**config.mk**
```make
export PLATFORM = sky130hd
export DESIGN_NAME = switch_ctrl
export DESIGN_NICKNAME = d
export VERILOG_FILES = /design/src/rtl/switch_ctrl.sv
export SDC_FILE = /design/constraint.sdc
export NUM_CORES = 1
export LEC_CHECK = 0
export ABC_CLOCK_PERIOD_IN_PS = 4100
export BUFFER_PORTS_ARGS = -buffer_cell sky130_fd_sc_hd__buf_4
export CORE_MARGIN = 5
export CORE_UTILIZATION = 30
export CTS_BUF_LIST = sky130_fd_sc_hd__clkbuf_4 sky130_fd_sc_hd__clkbuf_8
export CTS_CLUSTER_SIZE = 12
export DETAILED_ROUTE_END_ITERATION = 12
export GPL_ROUTABILITY_DRIVEN = 0
export PLACE_DENSITY = 0.49
export SLEW_MARGIN = 15
export SYNTH_ARGS = -nofsm -noshare
export SYNTH_HDL_FRONTEND = slang
export SYNTH_SLANG_ARGS = --single-unit
export TNS_END_PERCENT = 5
```
**constraint.sdc**
```tcl
create_clock -name i_clk -period 4.1 [get_ports i_clk]
set_input_delay 0.615 -clock i_clk [delete_from_list [all_inputs] [get_ports i_clk]]
set_output_delay 0.615 -clock i_clk [all_outputs]
set_load 0.05 [all_outputs]
```
**src/rtl/switch_ctrl.sv**
```systemverilog
// switch_ctrl: selects one of six designs onto a shared pad ring.
// A one-hot request on i_sel is registered and settle-filtered. A new target
// then drains the pads (outputs disabled, all designs in reset), moves the
// mux, holds the new design in reset, and finally enables the pads.
//
// Ports
//   i_clk      clock, all state on rising edge
//   i_rst      asynchronous active-high reset
//   i_sel      one-hot design request (0 = no design)
//   o_mux      active design index 0..5, 7 = none
//   o_dsn_rst  per-design reset, active-high
//   o_oe       pad output enables, 0x00 or 0xFF
//   o_busy     switch sequence in progress
//   o_err      sticky multi-hot request flag
//
// state  | meaning
// -------+--------------------------------------------------------------
// OFF    | no design selected, pads disabled, all designs in reset
// DRAIN  | pads disabled for pOE_DLY cycles before the mux moves
// RESET  | mux moved, new design held in reset for pRST_CYC cycles
// RUN    | pads enabled, only the active design out of reset

module switch_ctrl #(
  parameter int unsigned pSETTLE  = 8,
  parameter int unsigned pOE_DLY  = 2,
  parameter int unsigned pRST_CYC = 4,
  parameter bit          pTEST    = 1'b0
) (
  input  logic       i_clk,
  input  logic       i_rst,
  input  logic [5:0] i_sel,
  output logic [2:0] o_mux,
  output logic [5:0] o_dsn_rst,
  output logic [7:0] o_oe,
  output logic       o_busy,
  output logic       o_err
);

  localparam int unsigned SETTLE_EFF = pTEST ? 1 : pSETTLE;
  localparam logic [7:0]  SETTLE_TC  = 8'(SETTLE_EFF);
  localparam logic [3:0]  OE_LOAD    = 4'(pOE_DLY - 1);
  localparam logic [3:0]  RST_LOAD   = 4'(pRST_CYC - 1);
  localparam logic [2:0]  MUX_NONE   = 3'd7;

  typedef enum logic [1:0] {
    ST_OFF   = 2'd0,
    ST_DRAIN = 2'd1,
    ST_RESET = 2'd2,
    ST_RUN   = 2'd3
  } state_t;

  function automatic logic [2:0] sel_idx(input logic [5:0] v);
    logic [2:0] idx;
    case (v)
      6'b000001: idx = 3'd0;
      6'b000010: idx = 3'd1;
      6'b000100: idx = 3'd2;
      6'b001000: idx = 3'd3;
      6'b010000: idx = 3'd4;
      6'b100000: idx = 3'd5;
      default:   idx = MUX_NONE;
    endcase
    return idx;
  endfunction

  logic [5:0] r_req;
  logic       w_multi;
  logic [5:0] w_clean;
  logic [5:0] r_flt_val;
  logic [7:0] r_flt_cnt;
  logic [7:0] w_held;
  logic       w_acc;

  state_t     r_state;
  state_t     w_state_nxt;
  logic [5:0] r_tgt;
  logic [5:0] w_tgt_nxt;
  logic [3:0] r_tmr;
  logic [3:0] w_tmr_nxt;
  logic [2:0] w_mux_nxt;
  logic [7:0] w_oe_nxt;
  logic [5:0] w_dsn_rst_nxt;
  logic       w_new_tgt;
  logic       w_diff_active;

  // Multi-hot requests are treated as "no design".
  assign w_multi = |(r_req & (r_req - 6'd1));
  assign w_clean = w_multi ? 6'd0 : r_req;

  // w_held = consecutive cycles the current clean request has been seen,
  // including this one; saturates at the settle length.
  always_comb begin
    w_held = 8'd1;
    if (w_clean == r_flt_val) begin
      if (r_flt_cnt >= SETTLE_TC) w_held = SETTLE_TC;
      else                        w_held = r_flt_cnt + 8'd1;
    end
  end

  assign w_acc         = (w_held == SETTLE_TC);
  assign w_new_tgt     = w_acc && (w_clean != r_tgt);
  assign w_diff_active = w_acc && (sel_idx(w_clean) != o_mux);

  always_ff @(posedge i_clk or posedge i_rst) begin
    if (i_rst) begin
      r_req     <= 6'd0;
      r_flt_val <= 6'd0;
      r_flt_cnt <= 8'd0;
      o_err     <= 1'b0;
    end else begin
      r_req     <= i_sel;
      r_flt_val <= w_clean;
      r_flt_cnt <= w_held;
      o_err     <= o_err | w_multi;
    end
  end

  always_ff @(posedge i_clk or posedge i_rst) begin
    if (i_rst) begin
      r_state   <= ST_OFF;
      r_tgt     <= 6'd0;
      r_tmr     <= 4'd0;
      o_mux     <= MUX_NONE;
      o_oe      <= 8'h00;
      o_dsn_rst <= 6'h3F;
    end else begin
      r_state   <= w_state_nxt;
      r_tgt     <= w_tgt_nxt;
      r_tmr     <= w_tmr_nxt;
      o_mux     <= w_mux_nxt;
      o_oe      <= w_oe_nxt;
      o_dsn_rst <= w_dsn_rst_nxt;
    end
  end

  always_comb begin
    w_state_nxt = r_state;
    w_tgt_nxt   = r_tgt;
    w_tmr_nxt   = r_tmr;
    w_mux_nxt   = o_mux;
    case (r_state)
      ST_OFF, ST_RUN: begin
        if (w_diff_active) begin
          w_state_nxt = ST_DRAIN;
          w_tgt_nxt   = w_clean;
          w_tmr_nxt   = OE_LOAD;
        end
      end
      ST_DRAIN: begin
        // A fresh target restarts the drain even on its last cycle.
        if (w_new_tgt) begin
          w_tgt_nxt = w_clean;
          w_tmr_nxt = OE_LOAD;
        end else if (r_tmr == 4'd0) begin
          w_mux_nxt = sel_idx(r_tgt);
          if (r_tgt == 6'd0) begin
            w_state_nxt = ST_OFF;
          end else begin
            w_state_nxt = ST_RESET;
            w_tmr_nxt   = RST_LOAD;
          end
        end else begin
          w_tmr_nxt = r_tmr - 4'd1;
        end
      end
      ST_RESET: begin
        if (w_new_tgt) begin
          w_state_nxt = ST_DRAIN;
          w_tgt_nxt   = w_clean;
          w_tmr_nxt   = OE_LOAD;
        end else if (r_tmr == 4'd0) begin
          w_state_nxt = ST_RUN;
        end else begin
          w_tmr_nxt = r_tmr - 4'd1;
        end
      end
      default: w_state_nxt = ST_OFF;
    endcase
  end

  // Pad enables and design resets are derived from the next state so they
  // change on the same edge as the state and mux, with no decode glitches.
  always_comb begin
    w_oe_nxt      = 8'h00;
    w_dsn_rst_nxt = 6'h3F;
    if (w_state_nxt == ST_RUN) begin
      w_oe_nxt      = 8'hFF;
      w_dsn_rst_nxt = ~(6'b000001 << w_mux_nxt);
    end
  end

  assign o_busy = (r_state == ST_DRAIN) || (r_state == ST_RESET);

endmodule

```
# --- Yosys cells after proc, flatten, opt, wreduce, memory -nomap -nowiden ---
# Index checks and enable logic that the tools add are counted.
op_classes:
  add_sub_neg: 3
  magnitude_cmp: 1
  eq_ne: 24
  shifts: 1
  muxes: 27
  bitwise_logic: 3
  n_reduce_logical: 11
op_table:
  columns: ["operator", "count"]
  rows:
  - ["one-hot mux 3 bit (6 select lines)", 2]
  - ["2-to-1 mux 4 bit", 6]
  - ["2-to-1 mux 6 bit", 4]
  - ["2-to-1 mux 8 bit", 3]
  - ["equality test 6 x 1 -> 1 bit (second input constant)", 2]
  - ["equality test 6 x 2 -> 1 bit (second input constant)", 2]
  - ["equality test 6 x 3 -> 1 bit (second input constant)", 2]
  - ["equality test 6 x 4 -> 1 bit (second input constant)", 2]
  - ["equality test 6 x 5 -> 1 bit (second input constant)", 2]
  - ["equality test 6 bit (second input constant)", 2]
  - ["2-to-1 mux 2 bit", 6]
  - ["one-hot mux 4 bit (3 select lines)", 1]
  - ["one-hot mux 6 bit (2 select lines)", 1]
  - ["2-to-1 mux 3 bit", 3]
  - ["adder 8 x 1 -> 8 bit (second input constant)", 1]
  - ["equality test 8 x 4 -> 1 bit (second input constant)", 1]
  - [">= comparator 8 x 4 -> 1 bit (second input constant)", 1]
  - ["AND 6 bit", 1]
  - ["equality test 2 bit (second input constant)", 3]
  - ["equality test 6 bit", 1]
  - ["logical NOT 6 bit", 1]
  - ["inequality test 6 bit", 1]
  - ["NOT 6 bit", 1]
  - ["one-hot mux 2 bit (3 select lines)", 1]
  - ["other kinds (18)", 20]
word_totals:
  ff_bits: 50
  in_bits: 8
  output_inout_bits: 19
  wordCells: 80

# --- Depth between registers and ports, before layout ---
# Gate-level depths: netlist of the first run.
logic_depth:
  ltp_word: 13
  ltp_mapped: 12
  mapped_depth_nobuf: 11

# --- Least setup slack after synthesis of the first run ---
# Ideal clock, no wire load.
synth_timing:
  kind: "register -> register"
  start: "register r_req[0]"
  end: "register r_tmr[2]"
  setup_time_ns: 0.126
  arrival_time_ns: 2.855
  required_time_ns: 3.974
  path_slack_ns: 1.119
  path_stages_with_launch: 11
  n_path_buf: 1
  period_less_slack_ns: 2.981
  path_cell_list: "dfrtp_1 buf_6 o41a_1 a311oi_2 o2111ai_1 a2111o_2 a211oi_4 or2_4 nor2_2 and4bb_1 a221o_1"
synth_via:
  elab_chain_cells: 10
  word_cells_on_any_way: 25
  classes_between: "add/sub: 1; eq/ne: 13; mux: 6; bitwise: 1; reduce/logical: 4"
synth_lines:
  columns: ["item", "line_no", "source"]
  rows:
  - ["from (decl)", "66", "logic [5:0] r_req;"]
  - ["from (signal assigned)", "111", "r_req <= i_sel;"]
  - ["subtractor 6 x 1 -> 6 bit", "87", "assign w_multi = |(r_req & (r_req - 6'd1));"]
  - ["AND 6 bit", "87", null]
  - ["OR reduction 6 bit", "87", null]
  - ["2-to-1 mux 6 bit (*)", "88", "assign w_clean = w_multi ? 6'd0 : r_req;"]
  - ["equality test 6 bit, or another cell as far along", "54", "case (v)"]
  - ["one-hot mux 3 bit (6 select lines) or 2-to-1 mux 8 bit (tied branches)", "54, 94", null]
  - ["inequality test 3 bit or equality test 8 x 4 -> 1 bit (tied branches)", "102, 100", null]
  - ["logical AND 1 bit, on equally long branches", "102, 101", null]
  - ["inequality test 2 bit (no line), or another cell as far along", null, null]
  - ["AND reduction 3 bit (no line) or one-hot mux 4 bit (3 select lines) (tied branches)", null, null]
  - ["to (signal assigned)", "129", "r_tmr <= w_tmr_nxt;"]
  - ["to (decl)", "78", "logic [3:0] r_tmr;"]
# Mark *: on every way between the ends. The rest lies on a longest branch, timed or not.
# A chain may end at the register's enable or synchronous reset.

# --- Worst setup path in the final report of the first run ---
layout_timing:
  start: "register r_req[0]"
  end: "register o_dsn_rst[4]"
layout_via:
  elab_chain_cells: 13
  word_cells_on_any_way: 28
  classes_between: "add/sub: 1; eq/ne: 11; shift: 1; mux: 10; bitwise: 2; reduce/logical: 3"
layout_lines:
  columns: ["item", "line_no", "source"]
  rows:
  - ["subtractor 6 x 1 -> 6 bit", "87", null]
  - ["AND 6 bit", "87", null]
  - ["OR reduction 6 bit", "87", null]
  - ["2-to-1 mux 6 bit (*)", "88", null]
  - ["branches (longest 8 deep; another with equality test 6 bit)", null, null]
  - ["2-to-1 mux 6 bit (*)", "186", "if (w_state_nxt == ST_RUN) begin"]
  - ["net w_dsn_rst_nxt[4]", "82", "logic [5:0] w_dsn_rst_nxt;"]
  - ["to (signal assigned)", "132", "o_dsn_rst <= w_dsn_rst_nxt;"]
  - ["to (decl)", "33", "output logic [5:0] o_dsn_rst,"]
# Mark *: on every way through the listed nets, which the timed path passes.

==> impl_results.md, run 1 <==
* Status: completed
* Crit-path cells: o41a_1 > a311oi_2 > o2111ai_1 > a2111o_2 > a211oi_4 > or2b_4 > a211oi_2 > nor3_4 > nand4_1
* Top sig layer: met4
* Drt initial violations at 96
* Postcts setup bufs at 0
* Synth Flop Type: dfrtp_1
* Synth async-reset ratio at between 90% and 100%
* Power density cells at slightly above 500 mW/mm^2
* Post-cts sizing count at 0
* Max-Cap Viols at 0
* Post-DP HPWL at ~4.1 mm
* Worst R2R Start: r_req[0]
* Clock transition at the registers of the reported paths at around 90 ps
* Util after Layout at approximately a third
* P&R area growth vs syn at 11.7%
* Clock root buffer: clkbuf_8
* Critical path type: reg2reg
* Drt via density at just over 5
* Slowest-stage cell, CP: dfrtp_1
* Slew @ Worst Pin at about 910 ps
* Cell family with most CP delay: compound AO/OA/AOI/OAI gates
* # IOs at 27
* Ratio of final minimum period to clock period at roughly 84%
* Crit path largest cell delay at 600 ps
* Die Span Y at 103 um
* Chip width at between 100 and 150 um
* Die ar. at between 0.01 and 0.015 mm^2
* Post-Syn Area at ~0.0026 mm^2
* Comb power frac at 44.5%
* CTS tree: yes
* Global Route Usage Sum at between 10% and 20%
* Synth area leader: dfrtp_1
* Post-Syn Instances at ~270
* Drt wl/cell at 14.7 um
* Synth unique cells at 65
* Share of layout cells above drive strength 1 at between 20% and 30%
* #FFs+latches synth at 43
* Switching Power at ~0.00063 W
* Routed length on met3 at approximately 230 um
* Setup TNS at 0 ps
* Final WL at 5.78 mm
* Top-area cell type share of the netlist area at about a third
* WL met2 at about 2.8 mm
* WHS Endpoint: r_req[3]
* Synth top area cells: dfrtp_1 33%, dfstp_2 9.1%, nor2_1 3.6%, o21ai_0 3.1%, ha_1 2.9%
* Clk buf depth at 2
* Worst VDD drop at around 0.26 mV
* Met1 wire length at roughly 2.7 mm
* WHS Path Cells at 1
* RSZ-0062 raised after global routing: false
* CP Capture Type: flip-flop
* Post-Syn Area per Cell at between 9 and 10 um^2
* H-Tree Depth at 2
* Pleak at 1.22 nW
* Worst Setup Start Kind: flip-flop
* Final-report hold violation count at 0
* Worst slew margin at between 30% and 40%
* Post-layout minimum cycle time at between 3000 and 4000 ps
* Gr ovfl total at 0
* Vias at between 2000 and 2500
* Register area share after synthesis at around two fifths
* Initial Utilization at 30.3%
* Worst hold path type: in2reg
* Post-synth EDFFs at 0
* Num CTS Buffers at 5
* Port bufs at 26
* Final Max Tran Viols at 0
* Clock Sinks at 43
* Clock power share at 18.6%
* DRC at 0
* Int Pwr at approximately 0.00085 W
* CP Max Fanout at 21
* Core ar. at between 0.008 and 0.009 mm^2
* Setup violators final at 0
* Hold_sp: i_sel[3]
* Skew-Pair Late Insertion Delay at 300 ps
* Core Rows at 34
* Cts hold-fix bufs at 0
* Global-route wire length before repair at about 9.8 mm
* Crit path buf inv count at 0
* Clock skew at about 13 ps
* Final ANT Viol Nets at 0
* Initial DRT Pass Iterations at 4
* Yosys warning total at 0
* Vias in the first global route at 1949
* Initial antenna violation count at 0
* Reg2reg path depth at 9
* Final net count at 299
* Ant diodes at 0
* Top achievable clock speed at a little under 300 MHz
* Critical Path AT at ~3700 ps
* Switching share of power at about 43%
* Crit Reg-Reg Endpoint: o_dsn_rst[4]
* Worst reg2reg setup slack at 650 ps
* Largest net degree at the start of global routing at 44
* Power share of the sequential group at between 30% and 40%
* Crit path required time at between 4000 and 5000 ps
## per-stage QoR
stage,setup slack (ps),total power (W),hold slack [ps],cell area (um^2),cells
floorplan,1120,0.00106,465,2600,277
global placement,735,0.00121,496,2810,386
detailed placement,683,0.00121,464,2810,386
CTS,673,0.00149,405,2890,394
global route,448,0.00158,403,2890,394
finish,652,0.00147,416,2890,394
## worst max-delay path by stage
stage	startpoint	end	slack, ps	cells past startpoint
after floorplan	r_req[0]	r_tmr[2]	1120	10
after global placement	r_req[0]	o_dsn_rst[5]	740	9
after detailed placement	r_req[0]	o_dsn_rst[5]	680	9
after CTS	r_req[0]	o_dsn_rst[5]	670	9
after global routing	r_req[0]	o_dsn_rst[1]	450	9
final	r_req[0]	o_dsn_rst[4]	650	9
## layer usage
layer | vias up | GRT usage, %
li1 | 991 | -
met4 | 0 | 3.88
met3 | 10 | 2.50
met2 | 39 | 18.5
met1 | 1000 | 15.7
met5 | - | 0
## layout by cell type (no fill, tap or decap), drive strengths merged, types with 5 or more instances in the layout
master  instances
nand4           5
dfrtp          34
inv            16
o21ai          17
clkbuf          5
ha              6
a21oi          11
nand2          13
mux2            6
nor3            7
xor2            7
nand2b          7
buf            27
dfstp           9
or3             5
and2            7
nor2           26
o211ai          5
nand3           6
## sequential cells by signal, summed over array words and instances (netlist names)
register   flops
r_state        2
r_req          6
o_oe           1
r_tmr          4
o_err          1
o_dsn_rst      6
r_flt_cnt      8
r_flt_val      6
r_tgt          6
o_mux          3
## worst register-to-register path: stages, from the launching register on
cell and delay (ps):
dfrtp_1 600, o41a_1 510, a311oi_2 330, o2111ai_1 220
a2111o_2 600, a211oi_4 330, or2b_4 230, a211oi_2 90
nor3_4 320, nand4_1 140
## area by class of cell
class	count	area (um^2)
clock inverter	3	20.0
clock buffer	5	68.8
sequential	43	1090
inverter	16	60.1
fill	882	5660
tap	108	135
multi-input combinational	192	1320
timing repair buffer	27	203
## power groups by stage
stage                     sequential (W)  clock (W)  combinational, W
after global placement          0.000554          0          0.000655
after detailed placement        0.000553          0          0.000658
after CTS                       0.000545   0.000285          0.000661
after floorplan                 0.000545          0          0.000518
final                           0.000544   0.000274          0.000655
after global routing            0.000555   0.000301          0.000729
## cell families (layout without fill, tap and decap cells)
family | after synthesis | count (layout) | share of synthesized area (%)
AO/OA/AOI/OAI | 67 | 67 | 20.1
XOR/XNOR | 10 | 10 | 3.38
adder cells (fa/ha/maj) | 6 | 6 | 2.90
buffers and inverters | 42 | 51 | 7.53
flip-flops | 43 | 43 | 42.0
multiplexers | 6 | 6 | 2.61
other | 1 | 4 | 0.145
AND/OR/NAND/NOR | 99 | 99 | 21.4
## cells in the mapped netlist, types with 3 or more instances
cell type	n
dfrtp_1	34
nor2_1	25
inv_1	16
o21ai_0	16
clkbuf_1	14
nand2_1	12
a21oi_1	11
dfstp_2	9
buf_4	7
nand2b_1	7
xor2_1	7
and2_1	6
ha_1	6
mux2_2	6
nand3_1	6
nor3_1	6
nand4_1	5
o211ai_1	5
or3_1	5
nor2b_1	4
or4_1	4
a2111oi_0	3
buf_2	3
nor4_1	3
o22ai_1	3
xnor2_1	3
Note: power is estimated with default switching activity, not from simulation.
==> run 2: changes to the inputs <==
ABC_CLOCK_PERIOD_IN_PS = 2900   (was 4100)
PLACE_DENSITY = 0.51   (was 0.49)
clock period = 2.9 ns   (was 4.1 ns; I/O delays follow)
==> run 2 against run 1 <==
The flow now finishes with violations (negative setup slack). Hold slack got worse by 200 ps. Largest power group unchanged. Via count increased by 4.4%. Sequential power increased by 39%. Utilization increased by 4.6 points. Power increased by 59%. Die area unchanged. Global-route usage increased by 0.25 points. Non-clock buffer count increased by 38. Wire length increased by 3.3%. Clock-buffer cell count increased by 1. Combinational power increased by 68%.
==> impl_results.md, run 2 (same netlist as run 1, synthesis figures left out) <==
* Status: finished with violations
* Failing checks: negative setup slack
* Slowest-stage cell, CP: a2111o_2
* Max-Cap Viols at 0 (unchanged)
* Top achievable clock speed at 336 MHz (+16%)
* Final net count at 337 (+13%)
* Switching share of power at 39.5% (-3.1 points)
* Global-route wire length before repair at 10.1 mm (+2.7%)
* Crit path buf inv count at 0 (unchanged)
* Vias at 2130 (+4.4%)
* Worst Setup Start Kind: flip-flop
* Global Route Usage Sum at 11.9% (+0.25 points)
* Switching Power at 0.000927 W (+48%)
* Largest net degree at the start of global routing at 29 (-34%)
* Int Pwr at 0.00142 W (+68%)
* Cell family with most CP delay: compound AO/OA/AOI/OAI gates
* Final ANT Viol Nets at 0 (unchanged)
* Post-DP HPWL at 4.44 mm (+7.3%)
* Final-report hold violation count at 0 (unchanged)
* Commonest non-fill, non-tap cells in the layout: 65 x buf_4, 30 x dfrtp_1, 24 x nor2_1
* P&R area growth vs syn at 26.9%
* Gr ovfl total at 0 (unchanged)
* Chip width at 103 um (unchanged)
* RSZ-0062 raised after global routing: true
* Pleak at 1.43 nW (+18%)
* Clock transition at the registers of the reported paths at 90 ps (about the same)
* Drt initial violations at 69 (-28%)
* Initial DRT Pass Iterations at 4 (unchanged)
* Clock power share at 21.0% (+2.4 points)
* Reg area at 0.00109 mm^2 (+0.46%)
* Clk buf depth at 2 (unchanged)
* Clock Sinks at 43 (unchanged)
* Largest register by flop count: r_flt_cnt
* Drt wl/cell at 13.8 um (-5.8%)
* Skew-Pair Late Insertion Delay at 300 ps (about the same)
* Post-route setup slack at -73.6 ps (-725 ps)
* Core ar. at 0.00855 mm^2 (unchanged)
* Crit path required time at 3110 ps (-1210 ps)
* Final Max Tran Viols at 0 (unchanged)
* Worst hold path type: in2async
* DRC at 0 (unchanged)
* Vias in the first global route at 2106 (+8.1%)
* Max reg flops at 8 (unchanged)
* Most frequent CP cell: a211oi_4
* CTS tree: yes
* CP Capture Type: flip-flop
* Core Rows at 34 (unchanged)
* Worst VDD drop at 0.461 mV (+77%)
* Commonest non-fill, non-tap cell in the layout: buf_4
* Power density cells at 714 mW/mm^2 (+40%)
* Power share of the sequential group at 32.2% (-4.8 points)
* Setup violators final at 7 (+7)
* H-Tree Depth at 2 (unchanged)
* Slew @ Worst Pin at 629 ps (-282 ps)
* Crit path largest cell delay at 520 ps (-80 ps)
* Comb power frac at 46.7% (+2.2 points)
* # IOs at 27 (unchanged)
* CP Max Fanout at 7 (-67%)
* Die Span Y at 103 um (unchanged)
* Die ar. at 0.0106 mm^2 (unchanged)
* Critical Path AT at 3180 ps (-480 ps)
* Ratio of final minimum period to clock period at 103% (+18 points)
* Final Hold Slack at 217 ps (-199 ps)
* Final WL at 5.97 mm (+3.3%)
* Worst slack, placed at -176 ps (-859 ps)
* Num CTS Buffers at 5 (unchanged)
* Multi-input gate area at 0.00140 mm^2 (+5.7%)
* Port bufs at 26 (unchanged)
* Initial Utilization at 30.3% (unchanged)
* Initial antenna violation count at 0 (unchanged)
* Clock root buffer: clkbuf_8
* Crit-path cells: o41a_1 > a311oi_4 > o2111ai_2 > a2111o_2 > a211oi_4 > or2b_4 > a211oi_4 > nor3_4 > nand4_1
* Drt via density at 4.93 (-4.8%)
* Clock skew at 15.1 ps (+2.04 ps)
* Worst slew margin at 58.0% (+19 points)
* Share of layout cells above drive strength 1 at 36.1% (+13 points)
* Post-layout minimum cycle time at 2970 ps (-475 ps)
* Critical path type: reg2reg
* Fill cell count at 863 (-2.2%)
* Ant diodes at 0 (unchanged)
run 2: cell types whose count changed in the layout (fill, tap and decap cells not counted), sizes merged:
cell / delta
buf: +38
bufinv: +1
clkbuf: +1
clkinvlp: -2
run 2: cell type report:
cell class | count | area share [%]
clock buffer | 6 | 2.51
tap | 108 | 4.11
inverter | 16 | 1.83
clock inverter | 2 | 1.07
timing repair buffer | 65 | 14.8
multi-input combinational | 192 | 42.4
sequential | 43 | 33.2
run 2: worst paths after layout:
| check | from | end | slack, ps | depth (start not counted) |
|---|---|---|---|---|
| max in group asynchronous | i_rst | o_dsn_rst[3] | 1950 | 3 |
| min in group i_clk | i_sel[4] | r_req[4] | 250 | 1 |
| min reg2reg | o_err | o_err | 490 | 1 |
| max | r_req[2] | o_dsn_rst[5] | -70 | 9 |
| min | i_rst | r_tmr[0] | 220 | 2 |
| max reg2reg | r_req[2] | o_dsn_rst[5] | -70 | 9 |
run 2: repair_timing:
item                       4_1_cts  5_1_grt
gates resized for setup         12        4
pin swaps                       12        1
hold buffers                     0        0
setup buffers                    3        0
setup endpoints to repair       18       19
run 2: power groups by stage:
stage	registers [W]	logic [W]	clock network, W
after floorplan	0.000771	0.000744	0
after global placement	0.000767	0.00106	0
after detailed placement	0.000767	0.00106	0
after CTS	0.000757	0.00110	0.000510
after global routing	0.000770	0.00121	0.000537
final	0.000757	0.00110	0.000494
run 2: metal layers:
metal / part of all wire, % / routed length, um / GRT usage (%)
met2: 49 / 2930 / 20.1
met1: 48 / 2890 / 16.1
met4: 0.65 / 39 / 2.39
met5: 0 / 0 / 0
met3: 1.9 / 113 / 1.89
run 2: stage by stage:
step                instance area (um^2)  setup TNS, ps  total power [W]  instances  util, %
floorplan                           2630          -32.6          0.00152        277        -
global placement                    3080           -623          0.00183        421     36.1
detailed placement                  3080          -1700          0.00182        421     36.1
CTS                                 3270           -229          0.00237        432     38.3
global route                        3290          -2160          0.00251        432     38.5
finish                              3290           -251          0.00235        432     38.5
